==> config.mk <==
export PLATFORM = sky130hd
export DESIGN_NAME = apb_master_bridge
export DESIGN_NICKNAME = d
export VERILOG_FILES = /design/src/rtl/apb_master_bridge.sv
export SDC_FILE = /design/constraint.sdc
export NUM_CORES = 1
export LEC_CHECK = 0
export ABC_AREA = 1
export BUFFER_PORTS_ARGS = -buffer_cell sky130_fd_sc_hd__buf_2
export CAP_MARGIN = 0
export CORE_MARGIN = 10
export CORE_UTILIZATION = 30
export CTS_BUF_LIST = sky130_fd_sc_hd__clkbuf_4 sky130_fd_sc_hd__clkbuf_8 sky130_fd_sc_hd__clkbuf_16
export DETAILED_ROUTE_END_ITERATION = 16
export PLACE_DENSITY = 0.54
export SETUP_SLACK_MARGIN = 0.3
export SYNTH_ARGS = -nofsm -noshare
export SYNTH_HDL_FRONTEND = slang
export SYNTH_SLANG_ARGS = --single-unit
==> constraint.sdc <==
create_clock -name clk -period 2.35 [get_ports clk]
set_clock_uncertainty 0.2 [all_clocks]
set_input_delay 0.47 -clock clk [delete_from_list [all_inputs] [get_ports clk]]
set_output_delay 0.47 -clock clk [all_outputs]
set_load 0.005 [all_outputs]
==> src/rtl/apb_master_bridge.sv <==
// ---------------------------------------------------------------------------
// apb_master_bridge
//
// APB4 requester. Accepts single-beat commands on a local valid/ready port and
// runs each one as an IDLE -> SETUP -> ACCESS transfer towards one APB
// completer. Completion (normal, slave error or wait-state timeout) is reported
// on a one-cycle rsp_valid pulse together with read data and status.
//
// Handshake: a command is accepted on a rising edge where cmd_valid and
// cmd_ready are both high. cmd_ready is high only while the bridge is idle and
// out of reset. cmd_valid seen while cmd_ready is low is ignored, not queued;
// the source holds its command until accepted. There is no back-pressure on
// the response side: rsp_valid is a pulse the consumer must take.
//
// Ports
//   clk, resetn                 clock (rising edge), async active-low reset
//   cmd_valid/cmd_ready         command handshake
//   cmd_write/addr/wdata/strb/prot   command payload, captured on accept
//   rsp_valid                   one-cycle completion pulse
//   rsp_rdata/rsp_err/rsp_timeout    completion status, held until next response
//   psel/penable/pwrite/paddr/pwdata/pstrb/pprot   APB requester outputs
//   pready/prdata/pslverr       APB completer inputs
//   dbg_state                   current transfer state (IDLE/SETUP/ACCESS)
// ---------------------------------------------------------------------------
module apb_master_bridge #(
    parameter int ADDR_W  = 5,
    parameter int DATA_W  = 32,
    parameter int TIMEOUT = 16
) (
    input  logic                  clk,
    input  logic                  resetn,
    // command port
    input  logic                  cmd_valid,
    output logic                  cmd_ready,
    input  logic                  cmd_write,
    input  logic [ADDR_W-1:0]     cmd_addr,
    input  logic [DATA_W-1:0]     cmd_wdata,
    input  logic [DATA_W/8-1:0]   cmd_strb,
    input  logic [2:0]            cmd_prot,
    // response port
    output logic                  rsp_valid,
    output logic [DATA_W-1:0]     rsp_rdata,
    output logic                  rsp_err,
    output logic                  rsp_timeout,
    // APB requester
    output logic                  psel,
    output logic                  penable,
    output logic                  pwrite,
    output logic [ADDR_W-1:0]     paddr,
    output logic [DATA_W-1:0]     pwdata,
    output logic [DATA_W/8-1:0]   pstrb,
    output logic [2:0]            pprot,
    input  logic                  pready,
    input  logic [DATA_W-1:0]     prdata,
    input  logic                  pslverr,
    // debug
    output logic [1:0]            dbg_state
);

    localparam int STRB_W = DATA_W / 8;

    // Counter must hold the value TIMEOUT; keep at least one bit so the
    // TIMEOUT = 0 (never abort) build still has a legal vector.
    localparam int CNT_W = (TIMEOUT < 1) ? 1 : $clog2(TIMEOUT + 1);

    localparam logic [CNT_W-1:0] CNT_LIMIT = CNT_W'(TIMEOUT);
    localparam logic [CNT_W-1:0] CNT_MAX   = {CNT_W{1'b1}};
    localparam bit               TO_EN     = (TIMEOUT != 0);

    localparam logic [1:0] ST_IDLE   = 2'd0;
    localparam logic [1:0] ST_SETUP  = 2'd1;
    localparam logic [1:0] ST_ACCESS = 2'd2;

    logic [1:0]       state;
    logic [CNT_W-1:0] wait_cnt;

    logic accept;
    logic in_access;
    logic access_done;
    logic access_abort;

    // Held at 0 during reset so a source never sees an accept it cannot get.
    assign cmd_ready = resetn & (state == ST_IDLE);
    assign dbg_state = state;

    assign accept      = cmd_valid & cmd_ready;
    assign in_access   = (state == ST_ACCESS);
    assign access_done = in_access & pready;
    // pready at the limit edge wins: the abort only fires when pready is low.
    assign access_abort = in_access & ~pready & TO_EN & (wait_cnt == CNT_LIMIT);

    // ------------------------------------------------------------------
    // Transfer state
    // ------------------------------------------------------------------
    always_ff @(posedge clk or negedge resetn) begin
        if (!resetn) begin
            state <= ST_IDLE;
        end else begin
            case (state)
                ST_IDLE: begin
                    if (accept) begin
                        state <= ST_SETUP;
                    end
                end
                ST_SETUP: begin
                    state <= ST_ACCESS;
                end
                ST_ACCESS: begin
                    if (access_done || access_abort) begin
                        state <= ST_IDLE;
                    end
                end
                default: begin
                    state <= ST_IDLE;
                end
            endcase
        end
    end

    // ------------------------------------------------------------------
    // Wait-state counter: cleared on entry to ACCESS, counts edges where
    // the completer stalls, saturates rather than wrapping.
    // ------------------------------------------------------------------
    always_ff @(posedge clk or negedge resetn) begin
        if (!resetn) begin
            wait_cnt <= '0;
        end else if (state == ST_SETUP) begin
            wait_cnt <= '0;
        end else if (in_access && !pready && !access_abort) begin
            if (wait_cnt != CNT_MAX) begin
                wait_cnt <= wait_cnt + CNT_W'(1);
            end
        end
    end

    // ------------------------------------------------------------------
    // APB control: psel rises on accept, penable rises entering ACCESS,
    // both drop together when the transfer ends either way.
    // ------------------------------------------------------------------
    always_ff @(posedge clk or negedge resetn) begin
        if (!resetn) begin
            psel    <= 1'b0;
            penable <= 1'b0;
        end else begin
            if (accept) begin
                psel    <= 1'b1;
                penable <= 1'b0;
            end else if (state == ST_SETUP) begin
                penable <= 1'b1;
            end else if (access_done || access_abort) begin
                psel    <= 1'b0;
                penable <= 1'b0;
            end
        end
    end

    // ------------------------------------------------------------------
    // APB payload: loaded only on accept, so it stays stable through SETUP
    // and every ACCESS wait state. Reads never present write lanes.
    // ------------------------------------------------------------------
    always_ff @(posedge clk or negedge resetn) begin
        if (!resetn) begin
            pwrite <= 1'b0;
            paddr  <= '0;
            pwdata <= '0;
            pstrb  <= '0;
            pprot  <= 3'b000;
        end else if (accept) begin
            pwrite <= cmd_write;
            paddr  <= cmd_addr;
            pprot  <= cmd_prot;
            if (cmd_write) begin
                pwdata <= cmd_wdata;
                pstrb  <= cmd_strb;
            end else begin
                pwdata <= '0;
                pstrb  <= {STRB_W{1'b0}};
            end
        end
    end

    // ------------------------------------------------------------------
    // Response: rsp_valid is a single-cycle pulse; the status fields keep
    // their last value until the next completion overwrites them.
    // prdata/pslverr are sampled only on the completing ACCESS edge.
    // ------------------------------------------------------------------
    always_ff @(posedge clk or negedge resetn) begin
        if (!resetn) begin
            rsp_valid   <= 1'b0;
            rsp_rdata   <= '0;
            rsp_err     <= 1'b0;
            rsp_timeout <= 1'b0;
        end else begin
            rsp_valid <= 1'b0;
            if (access_done) begin
                rsp_valid   <= 1'b1;
                rsp_rdata   <= pwrite ? '0 : prdata;
                rsp_err     <= pslverr;
                rsp_timeout <= 1'b0;
            end else if (access_abort) begin
                rsp_valid   <= 1'b1;
                rsp_rdata   <= '0;
                rsp_err     <= 1'b1;
                rsp_timeout <= 1'b1;
            end
        end
    end

endmodule

### After elaboration in Yosys (flattened, before gate mapping)

Index checks and enable logic that the tools add are counted.

* bits in registers: 89
* input port bits: 82
* output and inout bits: 85
* logic and storage cells: 62

* add/sub/neg operators: 1
* equality and inequality tests: 7
* muxes and demuxes: 21
* bitwise operators: 6
* reduce and logical (&&, ||, !) cells: 14

Operators with widths (number)
* two-way mux 32 bit: 4
* two-way mux 5 bit: 3
* two-way mux 1 bit: 10
* nonzero test 2 bit: 4
* case mux 2 bit (3 select lines): 1
* AND reduction 2 bit: 3
* adder 5 x 1 -> 5 bit, second input constant: 1
* AND 1 bit: 5
* == test 5 bit, second input constant: 1
* != test 5 bit, second input constant: 1
* two-way mux 2 bit: 2
* two-way mux 4 bit: 1
* != test 2 bit, second input constant: 2
* nonzero test 3 bit: 1
* == test 2 x 1 -> 1 bit, second input constant: 1
* == test 2 bit, second input constant: 1
* logical AND 1 bit: 2
* logical NOT 1 bit: 2
* logical NOT 2 bit: 1
* != test 2 x 1 -> 1 bit, second input constant: 1
* logical OR 1 bit: 1
* inverter 1 bit: 1

### Depth between registers and ports, before layout

Gate-level depths: netlist of run 1.

* depth after elaboration: 7
* mapped depth: 10
* depth with buffers taken out: 10

### Worst setup path before layout of run 1

Ideal clock, no wire load.

* path kind: register -> register
* start point: register wait_cnt[0]
* end point: register rsp_rdata[10]
* setup time: 0.116 ns
* arrival: 1.222 ns
* data required time: 2.034 ns
* slack: 0.811 ns
* cell stages (with the launch flop): 11
* path buffers: 1
* clock period less this slack: 1.539 ns
* cells stage by stage: dfrtp_1 > inv_1 > ha_1 > nand2_1 > inv_1 > nand2_2 > nor2_2 > nor2_4 > buf_6 > nand2_1 > nand2_1

* cells in the longest elaborated chain, start to end: 3

RTL lines
* start, declared: line 75 `logic [CNT_W-1:0] wait_cnt;`
* start signal, assigned: line 131 `wait_cnt <= wait_cnt + CNT_W'(1);`
* == test 5 bit: line 90 `assign access_abort = in_access & ~pready & TO_EN & (wait_cnt == CNT_LIMIT);`
* AND 1 bit: line 90
* nonzero test 2 bit (no line)
* end signal, assigned: line 197 `rsp_rdata <= pwrite ? '0 : prdata;`
* end, declared: line 42 `output logic [DATA_W-1:0] rsp_rdata,`

Every way passes these cells.
A chain may end at the register's enable or synchronous reset.

### Worst setup path in the final report of run 1

* start point: register wait_cnt[0]
* end point: register penable

* cells in the longest elaborated chain, start to end: 4

RTL lines
* == test 5 bit: line 90
* AND 1 bit: line 90
* logical OR 1 bit: line 150 `end else if (access_done || access_abort) begin`
* nonzero test 3 bit (no line)
* end signal, assigned: line 147 `penable <= 1'b0;`
* end signal, assigned: line 149 `penable <= 1'b1;`
* end signal, assigned: line 152 `penable <= 1'b0;`
* end, declared: line 47 `output logic penable,`

Every way passes these cells.

==> run summary, run 1 <==
YOSYS
------------------------------------------------------------------------------------
Syn Nets ..............................................................          492
Most used flip-flop cell after synthesis .............................. sky130_fd_sc_hd__dfrtp_1
Number of warnings reported in the yosys synthesis log ................            0
Library cell with the highest instance count after synthesis .......... sky130_fd_sc_hd__nand2_1
Count of unique library cells instantiated by Yosys ...................           22
EDFF count, synth .....................................................            0
Area fraction of the dominant cell type after synthesis ...............        0.606
Sequential cell area fraction in the yosys report .....................        0.606
Synth top cells by count .............................................. 215 x sky130_fd_sc_hd__nand2_1, 89 x sky130_fd_sc_hd__dfrtp_1, 15 x sky130_fd_sc_hd__o21ai_0, 15 x sky130_fd_sc_hd__o21ai_1
Instance count of the mapped netlist ..................................          407
Yosys reg bits ........................................................           89
Cell type with the highest aggregate area in the netlist .............. sky130_fd_sc_hd__dfrtp_1
Cell types occupying the most area after synthesis .................... sky130_fd_sc_hd__dfrtp_1 61%, sky130_fd_sc_hd__nand2_1 22%, sky130_fd_sc_hd__buf_6 3.4%
Post-synthesis average cell area ......................................     9.03 um2
Share of synthesized registers carrying an async set or reset .........         1.00
Area of the mapped netlist ............................................     3680 um2

RUN
------------------------------------------------------------------------------------
Max Cap Viol ..........................................................            0

TIMING
------------------------------------------------------------------------------------
Post-route clock period utilization ...................................        0.778
Transition time at the pin with the least slew margin .................     0.671 ns
Number of setup violations in the final report ........................            0
Relative slew slack ...................................................        0.553
Min cycle time layout .................................................      1.83 ns
RSZ-0062 raised after global routing ..................................           no
Total negative setup slack ............................................         0 ns
Achievable frequency ..................................................      547 MHz
Worst Hold Slack ......................................................    0.0406 ns
Slack of the critical path ............................................     0.521 ns
Final Hold Fails ......................................................            0
Max-slew violations ...................................................            0

WORST SETUP PATH
------------------------------------------------------------------------------------
Category of the worst setup path launch point .........................    flip-flop
Start point of the critical path ......................................  wait_cnt[0]
Worst R2R Start .......................................................  wait_cnt[0]
Highest-delay cell along the critical path ............................ sky130_fd_sc_hd__dfrtp_1
Crit end category .....................................................    flip-flop
Critical Path Most Common Cell ........................................ sky130_fd_sc_hd__inv_1
Count of cells along the worst register-to-register path ..............            9
CP delay by family, top ............................................... simple AND/OR/NAND/NOR gates
Required time at the worst-slack endpoint .............................      2.41 ns
Levels on crit path ...................................................            9
Reg2reg end ...........................................................      penable
Crit Path Max Fanout ..................................................           17
Flop-to-flop setup slack ..............................................      0.52 ns
Critical path destination .............................................      penable
Cell-by-cell listing of the critical path ............................. inv_1 > ha_1 > nand2_1 > inv_1 > nand2_2 > nor2_2 > nor2_4 > inv_1 > nor2_1
Worst setup path category .............................................   reg -> reg
Data arrival time at the worst-slack endpoint .........................      1.89 ns
Count of buffering cells on the critical path with inverters included .            3
Crit path largest cell delay ..........................................      0.39 ns

ROUTING
------------------------------------------------------------------------------------
Routed wl met3 ........................................................      1.34 mm
Starting DRC count in detailed routing ................................          142
Via count .............................................................         3173
Count of unresolved DRC violations after routing ......................            0
Met1 routed wirelength after detailed routing .........................      4.92 mm
Highest metal layer with signal wires .................................         met4
Detailed Routing Iterations Pass 1 ....................................            4
Via density per instance ..............................................         4.38
Met2 routed wirelength ................................................      4.34 mm
Detail Route Antenna Nets .............................................            0
Average wire per standard cell ........................................      14.9 um
Post-detailed-routing wire length .....................................      10.8 mm

CLOCK NETWORK
------------------------------------------------------------------------------------
Clk root buf .......................................................... sky130_fd_sc_hd__clkbuf_16
Worst-path clk slew ...................................................      0.06 ns
CTS hold repair buffers ...............................................            0
Clock Path Buffers ....................................................            2
Clk Latency, worst-skew pair ..........................................      0.33 ns
Number of buffers created by CTS ......................................            9
Sink count of the clock tree ..........................................           89
H-tree Lvls ...........................................................            3
CTS tree ..............................................................          yes

POWER
------------------------------------------------------------------------------------
P_sw ..................................................................      1.46 mW
Clock network power share .............................................        0.307
Leakage ...............................................................      2.80 nW
Power per unit of standard cell area ..................................   988 nW/um2
Pint ..................................................................      3.38 mW
Share of total power in sequential cells ..............................        0.456
Logic gate share of total power .......................................        0.237
Peak VDD IR ...........................................................     0.341 mV
Switching power share of the total ....................................        0.302

HOLD PATH
------------------------------------------------------------------------------------
HP Class ..............................................................  in -> async

CELLS AND AREA
------------------------------------------------------------------------------------
Multi-input combinational cell area ...................................     1250 um2
P&R area growth vs syn ................................................        33.3%
Number of nets in the layout ..........................................          657
N_diodes ..............................................................            0
Fraction of final layout cells with drive strength greater than 1 .....        0.362
Storage element area ..................................................     2230 um2
Filler cell count in the final layout .................................         1215
Final cell count without fillers ......................................          724

FLOORPLANNING
------------------------------------------------------------------------------------
Floorplan die area ....................................................    17100 um2
Die H .................................................................       131 um
Standard-cell rows ....................................................           40
Horizontal die dimension ..............................................       131 um
I/O pin count .........................................................          167
Core region area ......................................................    12000 um2
Initial Util ..........................................................        0.306

GLOBAL ROUTE
------------------------------------------------------------------------------------
Largest net degree at the start of global routing .....................           47
Number of antenna violations at the first check in global routing .....            0
Number of global-route vias before repair .............................         3344
Wire length of the first global-routing pass ..........................      17.0 mm
Overflow after GRT ....................................................            0
Tot GR Track Use ......................................................        0.127

PLACED DESIGN
------------------------------------------------------------------------------------
Number of placed instances with taps included .........................          707
HPWL Detailed .........................................................      7.90 mm
Gp weighted congestion ................................................        0.810
Worst slack at placement ..............................................     0.236 ns
Count of input and output buffers .....................................          166

STATUS
------------------------------------------------------------------------------------
Run status ............................................................    completed

## repair_timing
action,in CTS,in global routing
setup endpoints to repair,1,18
buffers inserted,0,0
gates resized for setup,0,1
cloned,1,0
pin swaps,1,1
## cell usage in the layout, fill, tap and decap left out, types with 2 or more instances in the layout
cell type	n
sky130_fd_sc_hd__o21ai_2	6
sky130_fd_sc_hd__dfrtp_1	89
sky130_fd_sc_hd__nand4_1	3
sky130_fd_sc_hd__buf_4	7
sky130_fd_sc_hd__ha_1	3
sky130_fd_sc_hd__nand2_1	215
sky130_fd_sc_hd__nor2_1	9
sky130_fd_sc_hd__o21ai_1	15
sky130_fd_sc_hd__inv_1	11
sky130_fd_sc_hd__nand2_2	8
sky130_fd_sc_hd__o21ai_0	15
sky130_fd_sc_hd__nand3_1	5
sky130_fd_sc_hd__clkbuf_16	9
sky130_fd_sc_hd__nor2_4	4
sky130_fd_sc_hd__clkbuf_8	2
sky130_fd_sc_hd__buf_2	165
## worst register-to-register path: cells and delay by family, from the launching register on
kind | cells | cell delay, ns
buffers and inverters | 3 | 0.25
DFF | 1 | 0.39
adders and majority gates | 1 | 0.20
and+or+nand+nor | 5 | 0.73
## layer usage
metal / GRT usage / up-vias
met4: 0.0510 / 0
met1: 0.162 / 1432
met3: 0.0616 / 11
met2: 0.179 / 136
met5: 0 / -
li1: - / 1594
## cells by family after synthesis
| family | after synthesis | share of synthesized area |
|---|---|---|
| flops | 89 | 0.606 |
| simple gates | 246 | 0.271 |
| buf+inv | 32 | 0.0568 |
| fa+ha+maj | 3 | 0.0102 |
| compound gates | 37 | 0.0565 |
## area by class of cell
class                   instances  share of cell area
well taps                     147              0.0375
multi-input cells             287               0.255
flip-flops and latches         89               0.454
repair buffers                172               0.179
clock buffers                  12              0.0531
inverters                      13             0.00996
clock inverters                 4              0.0105
## stage by stage
stage	total power, mW	utilization	area (um2)
6_report	4.84	0.408	4900
5_1_grt	5.20	0.408	4900
4_1_cts	4.93	0.408	4900
3_5_place_dp	3.41	0.381	4580
3_3_place_gp	3.39	0.381	4580
2_1_floorplan	2.74	-	3680
## power by group through the flow
| stage | Combinational (mW) | Clock [mW] | Sequential (mW) |
|---|---|---|---|
| finish | 1.15 | 1.49 | 2.21 |
| global route | 1.33 | 1.60 | 2.27 |
| CTS | 1.18 | 1.54 | 2.21 |
| detailed placement | 1.18 | 0 | 2.23 |
| global placement | 1.16 | 0 | 2.22 |
| floorplan | 0.495 | 0 | 2.24 |
## flip-flops by register name, indices dropped and copies added, names as in the netlist
register,flops
pwrite,1
rsp_err,1
pprot,3
dbg_state,2
penable,1
psel,1
pwdata,32
rsp_timeout,1
rsp_valid,1
paddr,5
pstrb,4
wait_cnt,5
rsp_rdata,32
## worst min path at each step
stage | to | slack, ns | cells past startpoint
2_1_floorplan | dbg_state[0] | -0.03 | 0
3_3_place_gp | rsp_rdata[11] | 0.25 | 2
3_5_place_dp | rsp_rdata[24] | 0.25 | 2
4_1_cts | wait_cnt[4] | 0.07 | 2
5_1_grt | dbg_state[0] | 0.08 | 2
6_report | rsp_valid | 0.04 | 2
No activity file was read; power rests on OpenSTA's default activity.
==> run 2, diff against run 1 <==
==> constraint.sdc (replaced) <==
create_clock -name clk -period 1.72 [get_ports clk]
set_clock_uncertainty 0.2 [all_clocks]
set_input_delay 0.344 -clock clk [delete_from_list [all_inputs] [get_ports clk]]
set_output_delay 0.344 -clock clk [all_outputs]
set_load 0.005 [all_outputs]
==> run 2 against run 1 <==
Against the previous run: the run now ends with negative hold slack left; flip-flop and latch count unchanged; final cell count up 15%; global-route usage increased by 2.1 points.
==> run summary, run 2 (synthesized netlist as in run 1, its figures left out) <==
PLACED DESIGN
-------------------------------------------------------------------------------------
Cell Area, Placed ......................................................     4730 um2
HPWL Detailed ..........................................................      7.65 mm
Count of input and output buffers ......................................          166
Gp weighted congestion .................................................        0.724
Number of placed instances with taps included ..........................          717
Worst slack at placement ...............................................    -0.193 ns

TIMING
-------------------------------------------------------------------------------------
Transition time at the pin with the least slew margin ..................     0.851 ns
Slack of the critical path .............................................    0.0410 ns
Max-slew violations ....................................................            0
Post-route clock period utilization ....................................        0.976
Number of setup violations in the final report .........................            0
Relative slew slack ....................................................        0.433
Achievable frequency ...................................................      596 MHz
RSZ-0062 raised after global routing ...................................          yes
Final Hold Fails .......................................................           15
Min cycle time layout ..................................................      1.68 ns
Worst Hold Slack .......................................................   -0.0227 ns

FLOORPLANNING
-------------------------------------------------------------------------------------
Standard-cell rows .....................................................           40
I/O pin count ..........................................................          167
Floorplan die area .....................................................    17100 um2
Horizontal die dimension ...............................................       131 um
Core region area .......................................................    12000 um2
Die H ..................................................................       131 um
Initial Util ...........................................................        0.306

CLOCK NETWORK
-------------------------------------------------------------------------------------
Clock Path Buffers .....................................................            2
CTS tree ...............................................................          yes
Number of buffers created by CTS .......................................            9
Worst-path clk slew ....................................................      0.06 ns
Clk root buf ........................................................... sky130_fd_sc_hd__clkbuf_16
Sink count of the clock tree ...........................................           89
Clk Latency, worst-skew pair ...........................................      0.33 ns
H-tree Lvls ............................................................            3

RUN
-------------------------------------------------------------------------------------
Max Cap Viol ...........................................................            0

WORST SETUP PATH
-------------------------------------------------------------------------------------
Worst setup path category ..............................................   reg -> out
Required time at the worst-slack endpoint ..............................      1.18 ns
Category of the worst setup path launch point ..........................    flip-flop
Data arrival time at the worst-slack endpoint ..........................      1.14 ns
Crit Path Max Fanout ...................................................            2
Crit end category ......................................................   output pin

CELLS AND AREA
-------------------------------------------------------------------------------------
Post-route cell area ...................................................     6810 um2
Multi-input combinational cell area ....................................     1880 um2
Filler cell count in the final layout ..................................         1067
Number of nets in the layout ...........................................          762
Most frequent standard cell in the layout excluding fill and tap cells . sky130_fd_sc_hd__buf_2
Final cell count without fillers .......................................          830
Most used cells in the layout excluding fill and tap cells ............. 161 x sky130_fd_sc_hd__buf_2, 123 x sky130_fd_sc_hd__nand2_1, 88 x sky130_fd_sc_hd__dfrtp_1
Storage element area ...................................................     2230 um2
P&R area growth vs syn .................................................        85.3%
Registers with the most flip-flops ..................................... pwdata x32, rsp_rdata x32
Fraction of final layout cells with drive strength greater than 1 ......        0.631

GLOBAL ROUTE
-------------------------------------------------------------------------------------
Number of antenna violations at the first check in global routing ......            3
Met2 GRT Util ..........................................................        0.247
GRT met1 Usage .........................................................        0.168
Overflow after GRT .....................................................            0
Grt met3 use ...........................................................       0.0576
Most Used Layer, Global Route ..........................................         met2
Number of global-route vias before repair ..............................         3747
Largest net degree at the start of global routing ......................           90
Wire length of the first global-routing pass ...........................      19.6 mm
Tot GR Track Use .......................................................        0.148

ROUTING
-------------------------------------------------------------------------------------
Detailed Routing Iterations Pass 1 .....................................            4
Starting DRC count in detailed routing .................................          121
Via count ..............................................................         3731
Post-detailed-routing wire length ......................................      13.6 mm
Detail Route Antenna Nets ..............................................            0
Count of unresolved DRC violations after routing .......................            0
Via density per instance ...............................................         4.50
Average wire per standard cell .........................................      16.3 um

HOLD PATH
-------------------------------------------------------------------------------------
HP Class ...............................................................  in -> async

POWER
-------------------------------------------------------------------------------------
Power Total ............................................................      7.92 mW
Leakage ................................................................      3.70 nW
Peak VDD IR ............................................................     0.482 mV
Power per unit of standard cell area ...................................  1160 nW/um2

STATUS
-------------------------------------------------------------------------------------
Run status ............................................................. complete, but fails checks
Failing checks ......................................................... negative hold slack

[run 2: stage by stage]
step	utilization	setup TNS, ns	hold slack, ns
6_report	0.567	0	-0.0227
2_1_floorplan	-	0	-0.152
5_1_grt	0.567	-0.240	0.00590
4_1_cts	0.501	0	0.000249
3_5_place_dp	0.394	-5.03	0.254
3_3_place_gp	0.394	-3.15	0.249
[run 2: final timing paths]
kind	cells after the start	startpoint	slack (ns)	to
worst min-delay path	2	resetn	-0.02	wait_cnt[4]
worst min register to register	2	rsp_rdata[26]	0.27	rsp_rdata[26]
worst max register to register	9	dbg_state[1]	0.05	rsp_rdata[12]
max in group asynchronous	2	resetn	0.69	pwrite
min in group clk	3	prdata[21]	0.01	rsp_rdata[21]
worst max-delay path	3	dbg_state[1]	0.04	cmd_ready
[run 2: power breakdown]
part	switching (mW)	internal [mW]	total (mW)
Combinational	1.35	1.66	3.01
Sequential	0.368	2.67	3.04
Clock	0.790	1.08	1.87
Total	2.50	5.42	7.92
[run 2: metal layers]
| layer | share of wire | vias up |
|---|---|---|
| li1 | - | 1816 |
| met1 | 0.40 | 1783 |
| met2 | 0.50 | 116 |
| met3 | 0.086 | 14 |
| met4 | 0.014 | 2 |
| met5 | 0.0013 | - |
[run 2: layout make-up]
type / count / share of cell area
flip-flops and latches: 89 / 0.327
inverters: 13 / 0.00937
clock inverters: 2 / 0.00202
multi-input cells: 289 / 0.275
well taps: 147 / 0.0270
repair inverters: 1 / 0.00239
repair buffers: 274 / 0.317
diodes: 2 / 0.000735
clock buffers: 13 / 0.0393
[run 2: repair_timing]
action	4_1_cts	5_1_grt
gates resized for setup	91	117
gates cloned	17	3
setup endpoints to repair	104	241
pin swaps	19	48
hold buffers	12	0
endpoints found under the hold margin	12	0
buffers inserted	24	40
[run 2: worst max-delay path: stages, from the launching register on]
cell and delay (ns):
sky130_fd_sc_hd__dfrtp_1 0.40, sky130_fd_sc_hd__nor3b_2 0.16, sky130_fd_sc_hd__buf_4 0.15, sky130_fd_sc_hd__buf_6 0.09
